### src/rtl/div_iter.sv
// Iterative radix-2 restoring divider for RV64M DIV/DIVU/REM/REMU and their W forms.
// One quotient bit per cycle; the result is held in resp_result until the consumer takes it.
module div_iter #(
  parameter int XLEN = 64
) (
  input  logic            clk,
  input  logic            rst,
  input  logic [XLEN-1:0] operand1,
  input  logic [XLEN-1:0] operand2,
  input  logic [2:0]      div_op,
  input  logic            req_valid,
  output logic            req_ready,
  output logic [XLEN-1:0] resp_result,
  output logic            resp_valid,
  input  logic            resp_ready
);
  localparam int W  = XLEN / 2;
  localparam int CW = $clog2(XLEN);

  typedef enum logic [1:0] {IDLE, BUSY, DONE} state_t;
  state_t state, state_nxt;

  logic [XLEN-1:0] quot, rem, dvs;
  logic [CW-1:0]   cnt;
  logic            word_r, rem_sel, neg_q, neg_r;

  function automatic logic [XLEN-1:0] fin(input logic [XLEN-1:0] x, input logic w);
    return w ? {{(XLEN-W){x[W-1]}}, x[W-1:0]} : x;
  endfunction

  // Operand preparation, evaluated against the live request inputs.
  logic            is_signed, sgn1, sgn2, div_zero, ovf, special;
  logic [XLEN-1:0] a_ext, b_ext, a_mag, b_mag, min_val, spec_q, spec_r;

  always_comb begin
    is_signed = ~div_op[0];
    a_ext = operand1;
    b_ext = operand2;
    if (div_op[2]) begin
      a_ext = {{(XLEN-W){is_signed & operand1[W-1]}}, operand1[W-1:0]};
      b_ext = {{(XLEN-W){is_signed & operand2[W-1]}}, operand2[W-1:0]};
    end
    sgn1  = is_signed & a_ext[XLEN-1];
    sgn2  = is_signed & b_ext[XLEN-1];
    a_mag = sgn1 ? -a_ext : a_ext;
    b_mag = sgn2 ? -b_ext : b_ext;
    min_val = div_op[2] ? {{(XLEN-W+1){1'b1}}, {(W-1){1'b0}}} : {1'b1, {(XLEN-1){1'b0}}};
    div_zero = (b_ext == '0);
    ovf      = is_signed && (b_ext == '1) && (a_ext == min_val);
    special  = div_zero | ovf;
    spec_q = div_zero ? '1 : a_ext;
    spec_r = div_zero ? a_ext : '0;
  end

  // One restoring step: shift in the next dividend bit, subtract if it fits.
  logic [XLEN:0]   rem_sh, diff;
  logic            take, last;
  logic [XLEN-1:0] rem_nxt, quot_nxt, q_fin, r_fin, res_iter;

  always_comb begin
    rem_sh   = {rem, quot[XLEN-1]};
    diff     = rem_sh - {1'b0, dvs};
    take     = ~diff[XLEN];
    rem_nxt  = take ? diff[XLEN-1:0] : rem_sh[XLEN-1:0];
    quot_nxt = {quot[XLEN-2:0], take};
    last     = (cnt == (word_r ? CW'(W-1) : CW'(XLEN-1)));
    q_fin    = neg_q ? -quot_nxt : quot_nxt;
    r_fin    = neg_r ? -rem_nxt : rem_nxt;
    res_iter = fin(rem_sel ? r_fin : q_fin, word_r);
  end

  always_ff @(posedge clk) begin
    if (rst) state <= IDLE;
    else     state <= state_nxt;
  end

  always_comb begin
    state_nxt  = state;
    req_ready  = 1'b0;
    resp_valid = 1'b0;
    case (state)
      IDLE: begin
        req_ready = 1'b1;
        if (req_valid) state_nxt = special ? DONE : BUSY;
      end
      BUSY: if (last) state_nxt = DONE;
      DONE: begin
        resp_valid = 1'b1;
        if (resp_ready) state_nxt = IDLE;
      end
      default: state_nxt = IDLE;
    endcase
  end

  always_ff @(posedge clk) begin
    if (rst) begin
      resp_result <= '0;
      quot        <= '0;
      rem         <= '0;
      dvs         <= '0;
      cnt         <= '0;
      word_r      <= 1'b0;
      rem_sel     <= 1'b0;
      neg_q       <= 1'b0;
      neg_r       <= 1'b0;
    end else begin
      case (state)
        IDLE: if (req_valid) begin
          // Word dividends are pre-shifted so the quotient MSB always sits at the top.
          quot    <= div_op[2] ? (a_mag << W) : a_mag;
          rem     <= '0;
          dvs     <= b_mag;
          cnt     <= '0;
          word_r  <= div_op[2];
          rem_sel <= div_op[1];
          neg_q   <= sgn1 ^ sgn2;
          neg_r   <= sgn1;
          if (special) resp_result <= fin(div_op[1] ? spec_r : spec_q, div_op[2]);
        end
        BUSY: begin
          quot <= quot_nxt;
          rem  <= rem_nxt;
          cnt  <= cnt + 1'b1;
          if (last) resp_result <= res_iter;
        end
        default: ;
      endcase
    end
  end
endmodule

### config.mk
export PLATFORM = sky130hd
export DESIGN_NAME = div_iter
export DESIGN_NICKNAME = d
export VERILOG_FILES = /design/src/rtl/div_iter.sv
export SDC_FILE = /design/constraint.sdc
export NUM_CORES = 1
export LEC_CHECK = 0
export CAP_MARGIN = 20
export CORE_MARGIN = 5
export CORE_UTILIZATION = 45
export DETAILED_ROUTE_END_ITERATION = 16
export GPL_TIMING_DRIVEN = 1
export PLACE_DENSITY_LB_ADDON = 0.05
export SYNTH_ARGS = -nofsm -noshare
export SYNTH_HDL_FRONTEND = slang
export SYNTH_SLANG_ARGS = --single-unit
### constraint.sdc
create_clock -name clk -period 15 [get_ports clk]
set_input_delay 1.5 -clock clk [delete_from_list [all_inputs] [get_ports clk]]
set_output_delay 1.5 -clock clk [all_outputs]
set_load 0.02 [all_outputs]
; Word-level counts from Yosys, hierarchy flattened
; Cells that the tools add are included.
[totals]
rom_bits = 0
word_cells = 75
mem_bits_rw = 0
latch_bits = 0
regBits = 268
n_memories = 0
[classes]
n_mul = 0
order_cmp = 0
n_shift = 0
n_bitwise = 8
n_eq_ne = 9
addsub = 6
reduce_logical = 9
div_mod_pow = 0
n_mux = 33
[ops]
columns = op, count
row1 = 2-to-1 mux 64 bit, 19
row2 = one-hot mux 64 bit (2 select lines), 3
row3 = negator 64 bit, 4
row4 = subtractor 65 x 64 -> 65 bit, 1
row5 = equality test 64 bit, 1
row6 = equality test 64 bit (second input constant), 1
row7 = zero test 64 bit, 1
row8 = 2-to-1 mux 63 bit, 1
row9 = 2-to-1 mux 6 bit, 2
row10 = one-hot mux 6 bit (2 select lines), 1
row11 = 2-to-1 mux 2 bit, 4
row12 = != test 2 bit (second input constant), 4
row13 = adder 6 x 1 -> 6 bit (second input constant), 1
row14 = equality test 6 bit, 1
row15 = one-hot mux 2 bit (3 select lines), 1
row16 = bitwise AND 1 bit, 4
row17 = AND reduction 2 bit, 2
row18 = AND reduction 4 bit, 1
row19 = AND reduction 3 bit, 1
row20 = equality test 2 x 1 -> 1 bit (second input constant), 1
row21 = equality test 2 bit (second input constant), 1
row22 = logical AND 1 bit, 2
row23 = zero test 2 bit, 1
row24 = 2-to-1 mux 1 bit, 2
row25 = 4 further kinds, 5

; Logic depth before layout (Yosys ltp)
; Gate-level depths: netlist of the first run.
[depth]
depth_word = 10
depth_mapped = 30

; Worst setup path after synthesis of the first run
; OpenSTA, ideal clock, no wires.
[synth_path]
path_type = register to register
startpoint = register quot[63]
endpoint = register resp_result[50]
t_arrival_ns = 6.258
n_path_buf = 6
t_required_ns = 14.867
path_stages_with_launch = 30
setup_slack_ns = 8.609
synth_period_minus_slack_ns = 6.391
setup_ns = 0.133
cell_sequence = dfxtp_1 > inv_1 > ha_1 > fa_1 > nor2b_4 > o31ai_2 > a211o_1 > a21o_1 > a21o_1 > o211a_4 > inv_2 > buf_2 > buf_2 > buf_2 > clkbuf_1 > buf_2 > nor2_1 > a21oi_1 > ha_1 > nand2_1 > or4_1 > or2_2 > or4_1 > o31a_1 > or4_1 > buf_2 > nor3_2 > mux2_1 > nand3_1 > a31oi_1
[synth_via]
elab_chain_cells = 8
[synth_lines]
columns = element, line
row1 = "start, declared", 23  ; logic [XLEN-1:0] quot, rem, dvs;
row2 = "start signal, assigned", 110  ; quot <= div_op[2] ? (a_mag << W) : a_mag;
row3 = "start signal, assigned", 121  ; quot <= quot_nxt;
row4 = subtractor 65 x 64 -> 65 bit, 62  ; diff = rem_sh - {1'b0, dvs};
row5 = 2-to-1 mux 64 bit / NOT 1 bit (equally long branches), "64, 63"
row6 = "negator 64 bit, on equally long branches", "68, 67"
row7 = "2-to-1 mux 64 bit, on equally long branches", "68, 67"
row8 = 2-to-1 mux 64 bit *, 69  ; res_iter = fin(rem_sel ? r_fin : q_fin, word_r);
row9 = 2-to-1 mux 64 bit *, 28  ; return w ? {{(XLEN-W){x[W-1]}}, x[W-1:0]} : x;
row10 = 2-to-1 mux 64 bit *, 124  ; if (last) resp_result <= res_iter;
row11 = one-hot mux 64 bit (2 select lines) *, 107  ; case (state)
row12 = "end signal, assigned", 118  ; if (special) resp_result <= fin(div_op[1] ? spec_r : spec_q, div_op[2]);
row13 = "end signal, assigned", 124
row14 = "end, declared", 13  ; output logic [XLEN-1:0] resp_result,
; Mark *: on every way between the ends. The rest lies on a longest branch, timed or not. The select of a mux whose other input is x is not followed.
; A chain may end at the register's enable or synchronous reset.

; Worst setup path after layout of the first run
[layout_path]
startpoint = register quot[63]
endpoint = register resp_result[38]
; The elaborated chain is that of the path after synthesis.

==> summary.md, run 1 <==
| Metric | Value |
|---|---|
| CTS tree | `built` |
| Post-synth EDFFs | `0` |
| Worst Path Required | `15490 ps` |
| Area Growth Syn to Fin | `13.9%` |
| Synthesized netlist cell count | `3699` |
| Arrival @ worst endpoint | `8280 ps` |
| Top FF cell, synth | `dfxtp_1` |
| Max-cap violations | `0` |
| R2R Path Start | `quot[63]` |
| Yosys top cell area share | `21.1%` |
| CP top delay family | `compound AO/OA/AOI/OAI gates` |
| I/O pin cnt | `201` |
| Fin. max-slew vios | `0` |
| Sequential-to-total area share from yosys stat | `21.1%` |
| Fraction of layout cells with a size suffix above 1 | `5.25%` |
| Fillers | `5623` |
| Drt drc | `0` |
| Run status | `finished, final reports clean` |
| Total wire length | `122 mm` |
| Clock transition at path regs | `60 ps` |
| Max IR drop VDD | `0.163 mV` |
| Inserted Clock Buffers | `37` |
| Post-CTS setup buffer count | `0` |
| Synth Register Bits | `268` |
| Reg2Reg Depth | `22` |
| Post-synth top area cell | `dfxtp_1` |
| Async set or reset register ratio after synthesis | `0%` |
| Clk sinks | `268` |
| Slew of the pin with the lowest slew margin | `1140 ps` |
| Reg area | `0.00537 sq mm` |
| Skew final | `50.5 ps` |
| Die height | `248 um` |
| ANT nets after route | `0` |
| Final Power | `6.04 mW` |
| Startpoint types | `register` |
| Slew headroom | `23.3%` |
| Most frequent cell after synthesis | `nand2_1` |
| Syn Area/Cell | `6.87 sq um` |
| Final hold viol count | `0` |
| First-pass GRT wire length | `177 mm` |
| Post-CTS Resized | `0` |
| H-Tree Level Count | `2` |
| All-Layer GR Usage | `37.8%` |
| Endpoints failing setup | `0` |
| Hold crit path type | `register to register` |
| Warnings, synthesis | `0` |
| Site Rows | `87` |
| Die width | `248 um` |
| Hold Crit Start | `resp_result[42]` |
| DP HPWL | `94.3 mm` |
| Min cycle time layout | `7790 ps` |
| Critical Path Source | `quot[63]` |
| Multi-input gate area | `0.0186 sq mm` |
| Initial DRC Count | `4202` |
| Clock Tree Root | `clkbuf_16` |
| Routed vias | `30100` |
| Cell area after synthesis | `0.0254 sq mm` |
| Nets | `3915` |
| Vias in the first global route | `27400` |
| CP Buf/Inv Count | `2` |
| Total global routing overflow | `0` |
| Diodes inserted | `0` |
| Pre-Repair DR Iteration Count | `7` |
| Slowest Stage Delay on Critical Path | `800 ps` |
| Tcrit/Tclk final | `52.0%` |
| DR vias/cell | `6.69` |
| RSZ-0062 raised after global routing | `no` |
| Initial antenna violation count | `2` |
| Starting Density | `45.3%` |
| Crit. End Element | `register` |
| Synth cell types | `112` |
| GP Congestion | `1.03` |
| Cts hold-fix bufs | `0` |
| Pin count of the biggest net entering global routing | `145` |
| Lkg Pwr | `10.5 nW` |
| Clock Path Buffers | `3` |
| Fmax | `128 MHz` |
| Crit Path Max Fanout | `61` |
| Core area | `0.0562 sq mm` |
| PwrDens | `209 mW/mm^2` |
| Final TNS setup | `0 ps` |
| Worst hold stages | `2` |
| IO buf count | `200` |
| Avg WL per Cell | `27.2 um` |
| Crit-path cells | `inv_1, ha_1, fa_1, nor2b_4, o31ai_2, a211o_1, a21o_1, a21boi_1, o211a_4, clkinv_2, a21oi_1, ha_1, nand2_1, or4_1, or2_2, or4_1, o31a_1, o41ai_1, xor2_1, a211oi_1, o211ai_1, nand2_1` |
| Commonest cells in the netlist | `nand2_1, nor2_1, a21oi_1` |
| Slowest CP cell | `clkinv_2` |
| Post-synth net total | `3905` |
| CP Class | `register to register` |
| DIE AREA | `0.0613 sq mm` |
| WP depth | `22` |
| Area contributors post-synth | `dfxtp_1, nand2_1, nor2_1` |
| Worst skew pair latency | `610 ps` |
worst reg2reg max path: cells and delay by family (launching register included):
kind / cells / cell delay, ps
compound gates: 10 / 3290
simple gates: 6 / 1680
fa+ha+maj: 3 / 960
buf+inv: 2 / 920
xor+xnor: 1 / 460
flops: 1 / 380
where the power goes:
part,internal (mW),leakage (nW),switching [mW]
combinational,1.26,7.65,2.89
sequential,0.810,2.19,0.119
clock,0.583,0.642,0.384
through the flow:
step / setup slack, ps / util [%] / cell area [sq um] / hold slack (ps) / cells
after detailed placement: 7390 / 49.2 / 27600 / 435 / 4426
after floorplan: 8610 / - / 25400 / 432 / 3699
after global placement: 7560 / 49.2 / 27600 / 430 / 4425
after CTS: 7360 / 51.5 / 29000 / 442 / 4492
final: 7210 / 51.5 / 29000 / 441 / 4492
after global routing: 6800 / 51.5 / 29000 / 474 / 4492
final timing paths:
check	endpoint	slack (ps)
worst max-delay path	resp_result[38]	7210
worst min register to register	resp_result[42]	440
worst min-delay path	resp_result[42]	440
worst max register to register	resp_result[38]	7210
cell families (layout without fill, tap and decap cells):
kind of cell	after synthesis	in the layout	synth area share, %
buffers and inverters	373	410	5.86
multiplexers	37	37	1.51
AO/OA/AOI/OAI	1197	1197	31.0
AND/OR/NAND/NOR	1476	1476	27.3
XOR/XNOR	252	252	8.68
adder cells (fa/ha/maj)	96	96	4.51
flip-flops	268	268	21.1
flip-flops by register name, indices dropped and copies added (netlist names):
signal       cells
dvs             64
quot            64
rem             64
resp_result     64
cnt              6
state            2
neg_q            1
neg_r            1
rem_sel          1
word_r           1
final cells by class:
class	count	area share [%]
Clock buffer	45	3.44
Clock inverter	21	1.10
Inverter	106	1.38
Multi-Input combinational cell	3058	64.3
Sequential cell	268	18.5
Tap cell	756	3.27
Timing Repair Buffer	238	7.93
per-layer routing:
| metal | GRT usage (%) | part of all wire [%] | routed length (um) | vias to the layer above |
|---|---|---|---|---|
| met5 | 0.397 | 0.019 | 23 | - |
| met4 | 14.2 | 4.5 | 5530 | 4 |
| met3 | 10.6 | 12 | 14600 | 302 |
| met2 | 56.5 | 42 | 51600 | 1926 |
| met1 | 51.9 | 41 | 50500 | 14300 |
| li1 | - | - | - | 13600 |
layout by cell type, fill, tap and decap left out, types with 35 or more instances in the layout:
cell type and n:
a22oi_1 81, o21ai_0 239, buf_4 37, or3_1 54, ha_1 70, o31ai_1 57
or4_1 35, xnor2_1 125, inv_1 100, nand4_1 70, dfxtp_1 265, nor2_1 458
clkdlybuf4s50_1 198, nor3_1 109, o211ai_1 48, nand2_1 470, a211oi_1 85, clkbuf_16 37
a31oi_1 49, a21o_1 42, xor2_1 127, nand3_1 75, nor4_1 47, a21oi_1 311
(Power assumes the default switching activity.)
==> run 2, diff against run 1 <==
==> constraint.sdc (replaced) <==
create_clock -name clk -period 6.5 [get_ports clk]
set_input_delay 0.65 -clock clk [delete_from_list [all_inputs] [get_ports clk]]
set_output_delay 0.65 -clock clk [all_outputs]
set_load 0.02 [all_outputs]
==> run 2 against run 1 <==
Net effect:
- worst hold slack about the same
- critical path type unchanged
- combinational power up 140%
- highest routed layer unchanged
- largest cell class unchanged
- die area unchanged
- global-route usage up 0.84 points
==> summary.md, run 2 (same netlist as run 1, synthesis figures left out) <==
| Metric | Value |
|---|---|
| Nets | `3956` |
| Layout Cells excl Fill | `4529` |
| Slew of the pin with the lowest slew margin | `1160 ps` |
| Reg area | `0.00537 sq mm` |
| Pin count of the biggest net entering global routing | `137` |
| R2R Path Start | `quot[63]` |
| All-Layer GR Usage | `38.6%` |
| Crit-path cells | `inv_1, ha_1, fa_1, nor2b_4, o31ai_2, a211o_1, a21o_4, a21boi_1, o211a_4, clkinv_2, a21oi_2, ha_1, nand2_1, or4_4, or2_2, or4_1, o31a_1, or4_1, buf_4, nor3_2, mux2_1, nand3_1, a31oi_1` |
| Slew headroom | `21.9%` |
| Starting Density | `45.3%` |
| Startpoint types | `register` |
| Arrival @ worst endpoint | `6500 ps` |
| Reg2Reg Setup Slack | `420 ps` |
| Total global routing overflow | `0` |
| CP top delay family | `simple AND/OR/NAND/NOR gates` |
| WP depth | `23` |
| IO buf count | `200` |
| Hold crit path type | `register to register` |
| Run status | `finished, final reports clean` |
| Worst skew pair latency | `580 ps` |
| Final hold viol count | `0` |
| Pre-CTS setup slack | `434 ps` |
| Clock Tree Root | `clkbuf_16` |
| Clock transition at path regs | `60 ps` |
| Gr busiest metal | `met2` |
| DP HPWL | `97.2 mm` |
| DR vias/cell | `6.70` |
| Slowest CP cell | `or4_1` |
| Crit. End Element | `register` |
| Total wire length | `124 mm` |
| ANT nets after route | `0` |
| Fillers | `5650` |
| Reg2Reg Depth | `23` |
| Critical Path End | `resp_result[50]` |
| Avg WL per Cell | `27.4 um` |
| Worst hold slack | `441 ps` |
| Fin worst setup slack | `420 ps` |
| Worst R2R End | `resp_result[50]` |
| Crit Path Max Fanout | `7` |
| I/O pin cnt | `201` |
| Skew final | `43.0 ps` |
| Final Power | `14.1 mW` |
| # placed instances | `4466` |
| Finished Cell Area | `0.0292 sq mm` |
| Core area | `0.0562 sq mm` |
| Min cycle time layout | `6080 ps` |
| Initial DRC Count | `4285` |
| Fraction of layout cells with a size suffix above 1 | `6.33%` |
| Most common cell after layout, fill and taps aside | `nand2_1` |
| Pre-Repair DR Iteration Count | `6` |
| H-Tree Level Count | `2` |
| PwrDens | `485 mW/mm^2` |
| DP Area | `0.0280 sq mm` |
| Most frequent cells in the layout | `nand2_1, nor2_1, a21oi_1` |
| Site Rows | `87` |
| Worst Path Required | `6920 ps` |
| Drt drc | `0` |
| RSZ-0062 raised after global routing | `no` |
| Final TNS setup | `0 ps` |
| Die width | `248 um` |
| CP Buf/Inv Count | `3` |
| Grt met1 use | `53.9%` |
| Max IR drop VDD | `0.491 mV` |
| GP Congestion | `1.06` |
| Slowest Stage Delay on Critical Path | `490 ps` |
| Endpoints failing setup | `0` |
| Area Growth Syn to Fin | `14.7%` |
| Clock Path Buffers | `3` |
| Inserted Clock Buffers | `35` |
| CP Class | `register to register` |
| Clk sinks | `268` |
| Initial antenna violation count | `1` |
| Routed vias | `30400` |
| First-pass GRT wire length | `181 mm` |
| Tcrit/Tclk final | `93.5%` |
| Max-cap violations | `0` |
| Critical Path Source | `quot[63]` |
| Post-layout util | `51.9%` |
| Diodes inserted | `0` |
| CTS tree | `built` |
| Lkg Pwr | `10.6 nW` |
| GRT met3 Usage | `10.8%` |
| Global routing usage on met2 | `57.0%` |
| DIE AREA | `0.0613 sq mm` |
| Fin. max-slew vios | `0` |
| Fmax | `164 MHz` |
| Die height | `248 um` |
| Multi-input gate area | `0.0187 sq mm` |
| Vias in the first global route | `27700` |
| Cts hold-fix bufs | `0` |
==> run 2: how the worst min path moves through the flow <==
stage / from / end / slack, ps / cells past startpoint
2_1_floorplan: dvs[32] / dvs[32] / 430 / 2
3_3_place_gp: resp_result[38] / resp_result[38] / 430 / 2
3_5_place_dp: resp_result[38] / resp_result[38] / 440 / 2
4_1_cts: resp_result[38] / resp_result[38] / 450 / 2
5_1_grt: resp_result[38] / resp_result[38] / 470 / 2
6_report: resp_result[38] / resp_result[38] / 440 / 2
==> run 2: area by class of cell <==
type / instances / area share, %
Clock buffer: 45 / 3.34
Clock inverter: 15 / 0.618
Inverter: 106 / 1.37
Multi-Input combinational cell: 3058 / 64.0
Sequential cell: 268 / 18.4
Tap cell: 756 / 3.24
Timing Repair Buffer: 281 / 9.06
==> run 2: power by group <==
part / switching [mW] / internal (mW)
Combinational: 6.88 / 3.09
Clock: 0.843 / 1.18
Sequential: 0.275 / 1.87
==> run 2: worst register-to-register path: stages (launching register included) <==
cell and delay (ps):
dfxtp_1 400, inv_1 80, ha_1 220, fa_1 440, nor2b_4 160, o31ai_2 90
a211o_1 360, a21o_4 280, a21boi_1 160, o211a_4 220, clkinv_2 170, a21oi_2 220
ha_1 240, nand2_1 110, or4_4 450, or2_2 330, or4_1 450, o31a_1 240
or4_1 490, buf_4 200, nor3_2 120, mux2_1 340, nand3_1 80, a31oi_1 90
==> run 2: routing by layer <==
metal	vias up	part of all wire (%)
li1	13700	-
met1	14500	41
met2	1932	42
met3	269	12
met4	2	4.3
met5	-	0.010
==> run 2: repair_timing <==
action | 4_1_cts | 5_1_grt
resized for setup | 0 | 6
buffers inserted | 0 | 1
endpoints found under the setup margin | 0 | 3
